**config.mk**
```make
export PLATFORM = sky130hd
export DESIGN_NAME = branch_predictor
export DESIGN_NICKNAME = d
export VERILOG_FILES = /design/src/rtl/branch_predictor.sv
export SDC_FILE = /design/constraint.sdc
export NUM_CORES = 2
export LEC_CHECK = 0
export ABC_CLOCK_PERIOD_IN_PS = 4600
export CORE_UTILIZATION = 39
export CTS_CLUSTER_SIZE = 30
export DETAILED_ROUTE_END_ITERATION = 16
export PLACE_DENSITY = 0.67
export SYNTH_ARGS = -nofsm -noshare
export SYNTH_HDL_FRONTEND = slang
export SYNTH_SLANG_ARGS = --single-unit
export TNS_END_PERCENT = 10
```
**constraint.sdc**
```tcl
create_clock -name clk -period 4.6 [get_ports clk]
set_input_delay 0.69 -clock clk [delete_from_list [all_inputs] [get_ports clk]]
set_output_delay 0.69 -clock clk [all_outputs]
set_load 0.005 [all_outputs]
```
**src/rtl/branch_predictor.sv**
```systemverilog
// Direct-mapped bimodal branch predictor with BTB: combinational fetch query,
// combinational resolve/mispredict check, and edge-triggered table update.
module branch_predictor #(
   parameter int ENTRIES = 16,
   parameter int IDX_WID = $clog2(ENTRIES),
   parameter int TAG_WID = 30 - IDX_WID
) (
   input  logic        clk,
   input  logic        rst_n,
   input  logic [31:0] if_pc,
   output logic        predict_taken,
   output logic [31:0] predict_target,
   input  logic        old_branch,
   input  logic [31:0] old_pc,
   input  logic        branch_result,
   input  logic        old_predict,
   input  logic [31:0] ex_target,
   output logic        mispredict,
   output logic [31:0] redirect_pc,
   output logic [31:0] branch_cnt,
   output logic [31:0] miss_cnt
);

   localparam logic [1:0] CTR_WEAK_NT = 2'b01;
   localparam logic [1:0] CTR_WEAK_T  = 2'b10;

   // Only valid and ctr are reset; tag and target are qualified by valid.
   logic               valid_q  [ENTRIES];
   logic [1:0]         ctr_q    [ENTRIES];
   logic [TAG_WID-1:0] tag_q    [ENTRIES];
   logic [31:0]        target_q [ENTRIES];

   logic [IDX_WID-1:0] q_idx;
   logic [TAG_WID-1:0] q_tag;
   logic               q_hit;

   logic [IDX_WID-1:0] u_idx;
   logic [TAG_WID-1:0] u_tag;
   logic               u_hit;
   logic               target_differs;
   logic [1:0]         ctr_next;
   logic               unused_pc_bits;

   assign unused_pc_bits = &{1'b0, if_pc[1:0], old_pc[1:0]};

   // Fetch-side query
   assign q_idx = if_pc[IDX_WID+1:2];
   assign q_tag = if_pc[31:IDX_WID+2];
   assign q_hit = valid_q[q_idx] && (tag_q[q_idx] == q_tag);

   assign predict_taken  = q_hit && ctr_q[q_idx][1];
   assign predict_target = predict_taken ? target_q[q_idx] : (if_pc + 32'd4);

   // Resolve side: an entry that does not hold this branch counts as a wrong target.
   assign u_idx = old_pc[IDX_WID+1:2];
   assign u_tag = old_pc[31:IDX_WID+2];
   assign u_hit = valid_q[u_idx] && (tag_q[u_idx] == u_tag);

   assign target_differs = !u_hit || (target_q[u_idx] != ex_target);

   always_comb begin
      mispredict = 1'b0;
      if (old_branch) begin
         if (branch_result != old_predict)
            mispredict = 1'b1;
         else if (branch_result && old_predict && target_differs)
            mispredict = 1'b1;
      end
   end

   assign redirect_pc = branch_result ? ex_target : (old_pc + 32'd4);

   always_comb begin
      ctr_next = ctr_q[u_idx];
      if (branch_result) begin
         if (ctr_q[u_idx] != 2'b11)
            ctr_next = ctr_q[u_idx] + 2'd1;
      end else begin
         if (ctr_q[u_idx] != 2'b00)
            ctr_next = ctr_q[u_idx] - 2'd1;
      end
   end

   always_ff @(posedge clk or negedge rst_n) begin
      if (!rst_n) begin
         for (int i = 0; i < ENTRIES; i++) begin
            valid_q[i] <= 1'b0;
            ctr_q[i]   <= CTR_WEAK_NT;
         end
      end else if (old_branch) begin
         if (u_hit) begin
            ctr_q[u_idx] <= ctr_next;
         end else if (branch_result) begin
            valid_q[u_idx] <= 1'b1;
            ctr_q[u_idx]   <= CTR_WEAK_T;
         end
      end
   end

   // Allocation and taken hits both write the target; allocation also writes the tag.
   always_ff @(posedge clk) begin
      if (rst_n && old_branch && branch_result) begin
         target_q[u_idx] <= ex_target;
         if (!u_hit)
            tag_q[u_idx] <= u_tag;
      end
   end

   always_ff @(posedge clk or negedge rst_n) begin
      if (!rst_n) begin
         branch_cnt <= 32'd0;
         miss_cnt   <= 32'd0;
      end else begin
         if (old_branch)
            branch_cnt <= branch_cnt + 32'd1;
         if (mispredict)
            miss_cnt <= miss_cnt + 32'd1;
      end
   end

endmodule

```
==> summary.txt <==
Synthesis
  – Dominant synthesized flop cell: edfxtp_1
  – Top post-synthesis cells by area: edfxtp_1, mux4_2, dfrtp_1, mux2i_1, xnor2_1
  – Seq/Total Area, Yosys: between 60% and 70%
  – Post-Syn Area: around 50000 sq um
  – Ys Warns: 0
  – Synthesized area per cell: 17.2 sq um
  – Post-synth top area share: a little over half
  – Most frequent cell after synthesis: edfxtp_1
  – Post-synth EDFFs: 928
  – Mapped Nets: a little over 3k
  – Yosys cell types: 71
  – Synth top cells by count: edfxtp_1, mux4_2, nand2_1, mux2i_1, o21ai_0
  – Gate Count Post-Synth: 2952
  – Top cell type by total area after synthesis: edfxtp_1
  – Flops & latches, synth: 1040
  – Asr flop ratio synth: between 10% and 20%

Timing
  – Final worst slack: -95.7 ps
  – Final Slew Violations: 0
  – RSZ-0062 raised after global routing: true
  – Peak Freq: roughly 0.21 GHz
  – Slew at the pin with the worst max-slew slack: between 1000 and 1500 ps
  – Slew headroom: 32.5%
  – Clock Skews: 44.3 ps
  – Final Critical Period: roughly 4700 ps
  – Final hold violation count: 0
  – Final count of negative-setup-slack endpoints: 30
  – Setup TNS: -1680 ps
  – Crit share post-route: 102%

CTS
  – CTS clk-pin slew, worst paths: 70 ps
  – Root Driver: clkbuf_16
  – # hold bufs at CTS: 0
  – # clock sinks: 1040
  – Number of buffers created by CTS: around 110
  – Clock tree buffer depth: 3
  – TritonCTS clock tree: done
  – Worst-Skew Late Latency: 750 ps
  – H-tree depth: 3

Detailed routing
  – Metal-1 WL: 66300 microns
  – Max layer used: met5
  – Remaining antenna violation count: 0
  – Drt total wl: 172000 microns
  – Via density: 6.14
  – # DRC: 0
  – Met3 Wirelength: around 21000 microns
  – Drt wl/cell: around 32 microns
  – Drt initial violations: 5006
  – Via Count: 33.5k
  – Met2 wire len: 77800 microns
  – Pre-antenna DRT Iters: 5

Power
  – Switching share of power: about a quarter
  – LEAKAGE: between 20 and 25 nW
  – Cell Int Power: 0.0171 W
  – Clk network pwr share: 40.1%
  – Sw Pwr: 0.00548 W
  – PwrDens: approximately 350 nW/um^2
  – Combinational fraction of design power: 12.7%
  – Power share of the sequential group: 47.2%
  – VDD IR-drop max: 0.333 mV
  – Total Power: between 0.02 and 0.025 W

Layout
  – Area grow syn2layout: 25.6%
  – Non-Filler Instances: around 5.5k
  – Share of layout cells above drive strength 1: 37.0%
  – Fill cells: approximately 11k
  – Number of antenna diodes: 0
  – Final net count: around 3.7k

Global route
  – First-pass GRT wire length: approximately 240000 microns
  – Overflow after GRT: 0
  – Initial antenna violation count: 6
  – Number of global-route vias before repair: 32.8k
  – GRT Resource Usage Total: 25.8%
  – Largest net degree at the start of global routing: ~110

Critical path
  – Reg2reg setup slack: 620 ps
  – R2r startpoint: tag_q[1][15]
  – Crit path DAT: 4010 ps
  – Critical Path Source Type: register
  – Critical Path RT: 3910 ps
  – Reg2reg end: tag_q[11][15]
  – CP Class: reg2out
  – Critical path endpoint category: output port
  – Max Fanout on Critical Path: 4
  – Reg2reg path depth: 12

Placement
  – IO Port Bufs: 230
  – DP Wirelength: between 100000 and 150000 microns
  – Placed instance count: 5205
  – Routability cong.: ~0.97

Flow run
  – Maxcap violations: 0

Die
  – Die extent in y: between 300 and 400 microns
  – Cell row count: roughly 130
  – Die width: 363 microns
  – Initial Utilization: 39.3%
  – Core area: 129000 sq um
  – Die area: ~130000 sq um
  – IO Pins: 231

Run status
  – Status: complete, but fails checks
  – Failing checks: setup timing

Min path
  – Hold Path Class: in2async
==> layout by cell type (no fill, tap or decap), types with 18 or more instances in the layout <==
master           netlist  final
nand4_1               33     33
o21ai_0              119     88
buf_4                 20    406
dfrtp_1               96     96
inv_1                 19     18
mux4_2               480    480
and3_1                23     23
nand3_1               67     65
mux2i_1              159    157
xnor2_1              115    108
edfxtp_1             928    928
nand2_1              160    144
nor3_1                25     23
clkinv_1               1     21
clkinv_2               0     23
nor2_4                 0     32
a21oi_1               49     44
buf_2                 58     32
clkbuf_1              83     19
nor2_1               102     69
o21ai_1                6     26
nor2b_1               23     20
clkbuf_16              0    120
xor2_1               103    101
buf_12                 0    102
a22oi_1               38     38
clkdlybuf4s50_1        0    184
==> repair_timing <==
item / 4_1_cts / 5_1_grt
resized for setup: 193 / 66
cloned: 1 / 9
buffers inserted: 11 / 21
setup endpoints to repair: 35 / 42
pin swaps: 15 / 19
==> worst max-delay path, cell delays in order, from the launching register on <==
cell	delay, ps
edfxtp_1	410
mux4_2	470
mux4_2	540
xnor2_2	230
nand4_1	190
nor3_4	280
buf_4	160
nor4bb_4	260
buf_6	200
buf_6	110
mux2_4	290
buf_6	120
==> power by group through the flow <==
| stage | Clock (W) | Sequential [W] | Combinational (W) |
|---|---|---|---|
| floorplan | 0 | 0.0108 | 0.00136 |
| global placement | 0 | 0.0109 | 0.00276 |
| detailed placement | 0 | 0.0109 | 0.00278 |
| CTS | 0.00916 | 0.0107 | 0.00280 |
| global route | 0.00950 | 0.0107 | 0.00300 |
| finish | 0.00905 | 0.0107 | 0.00287 |
==> sequential cells by signal (all words and copies together) (netlist names) <==
| register | cells |
|---|---|
| branch_cnt | 32 |
| ctr_q | 32 |
| miss_cnt | 32 |
| tag_q | 416 |
| target_q | 512 |
| valid_q | 16 |
==> area by class of cell <==
cell class	instances	area (sq um)	share of cell area [%]
clock buffer	135	2930	4.59
clock inverter	70	706	1.11
inverter	21	81.3	0.127
timing repair buffer	757	7640	12.0
tap	1742	2180	3.42
sequential	1040	30700	48.1
multi-input combinational	1685	19600	30.7
==> metal layers <==
layer	vias up	global-route usage (%)
li1	13400	-
met1	17500	35.1
met2	2189	39.2
met3	327	7.09
met4	12	10.0
met5	-	0
==> cell families (layout without fill, tap and decap cells) <==
logic type,Yosys count,after routing,share of synthesized area [%]
XOR/XNOR,218,218,3.76
multiplexers,652,652,24.7
buffers and inverters,227,983,2.29
AND/OR/NAND/NOR,485,485,4.54
AO/OA/AOI/OAI,320,320,4.04
adder cells (fa/ha/maj),10,10,0.236
flip-flops,1040,1040,60.4
==> how the worst max path moves through the flow <==
stage                          startpoint            endpoint  slack (ps)
after floorplan                 old_pc[2]        tag_q[11][0]         -40
after global placement          old_pc[2]          mispredict       -1070
after detailed placement        old_pc[2]          mispredict       -1000
after CTS                 target_q[15][2]          mispredict        -350
after global routing          tag_q[1][2]  predict_target[13]        -230
final                         tag_q[8][5]   predict_target[3]        -100
==> through the flow <==
stage | area [sq um] | hold WS [ps] | setup slack, ps | utilization, %
after detailed placement | 59400 | 466 | -998 | 45.9
after CTS | 63200 | 115 | -354 | 48.9
after floorplan | 50800 | 394 | -36.4 | -
final | 63800 | 130 | -95.7 | 49.3
after global routing | 63800 | 177 | -231 | 49.3
after global placement | 59400 | 458 | -1070 | 45.9
(Power assumes the default switching activity.)
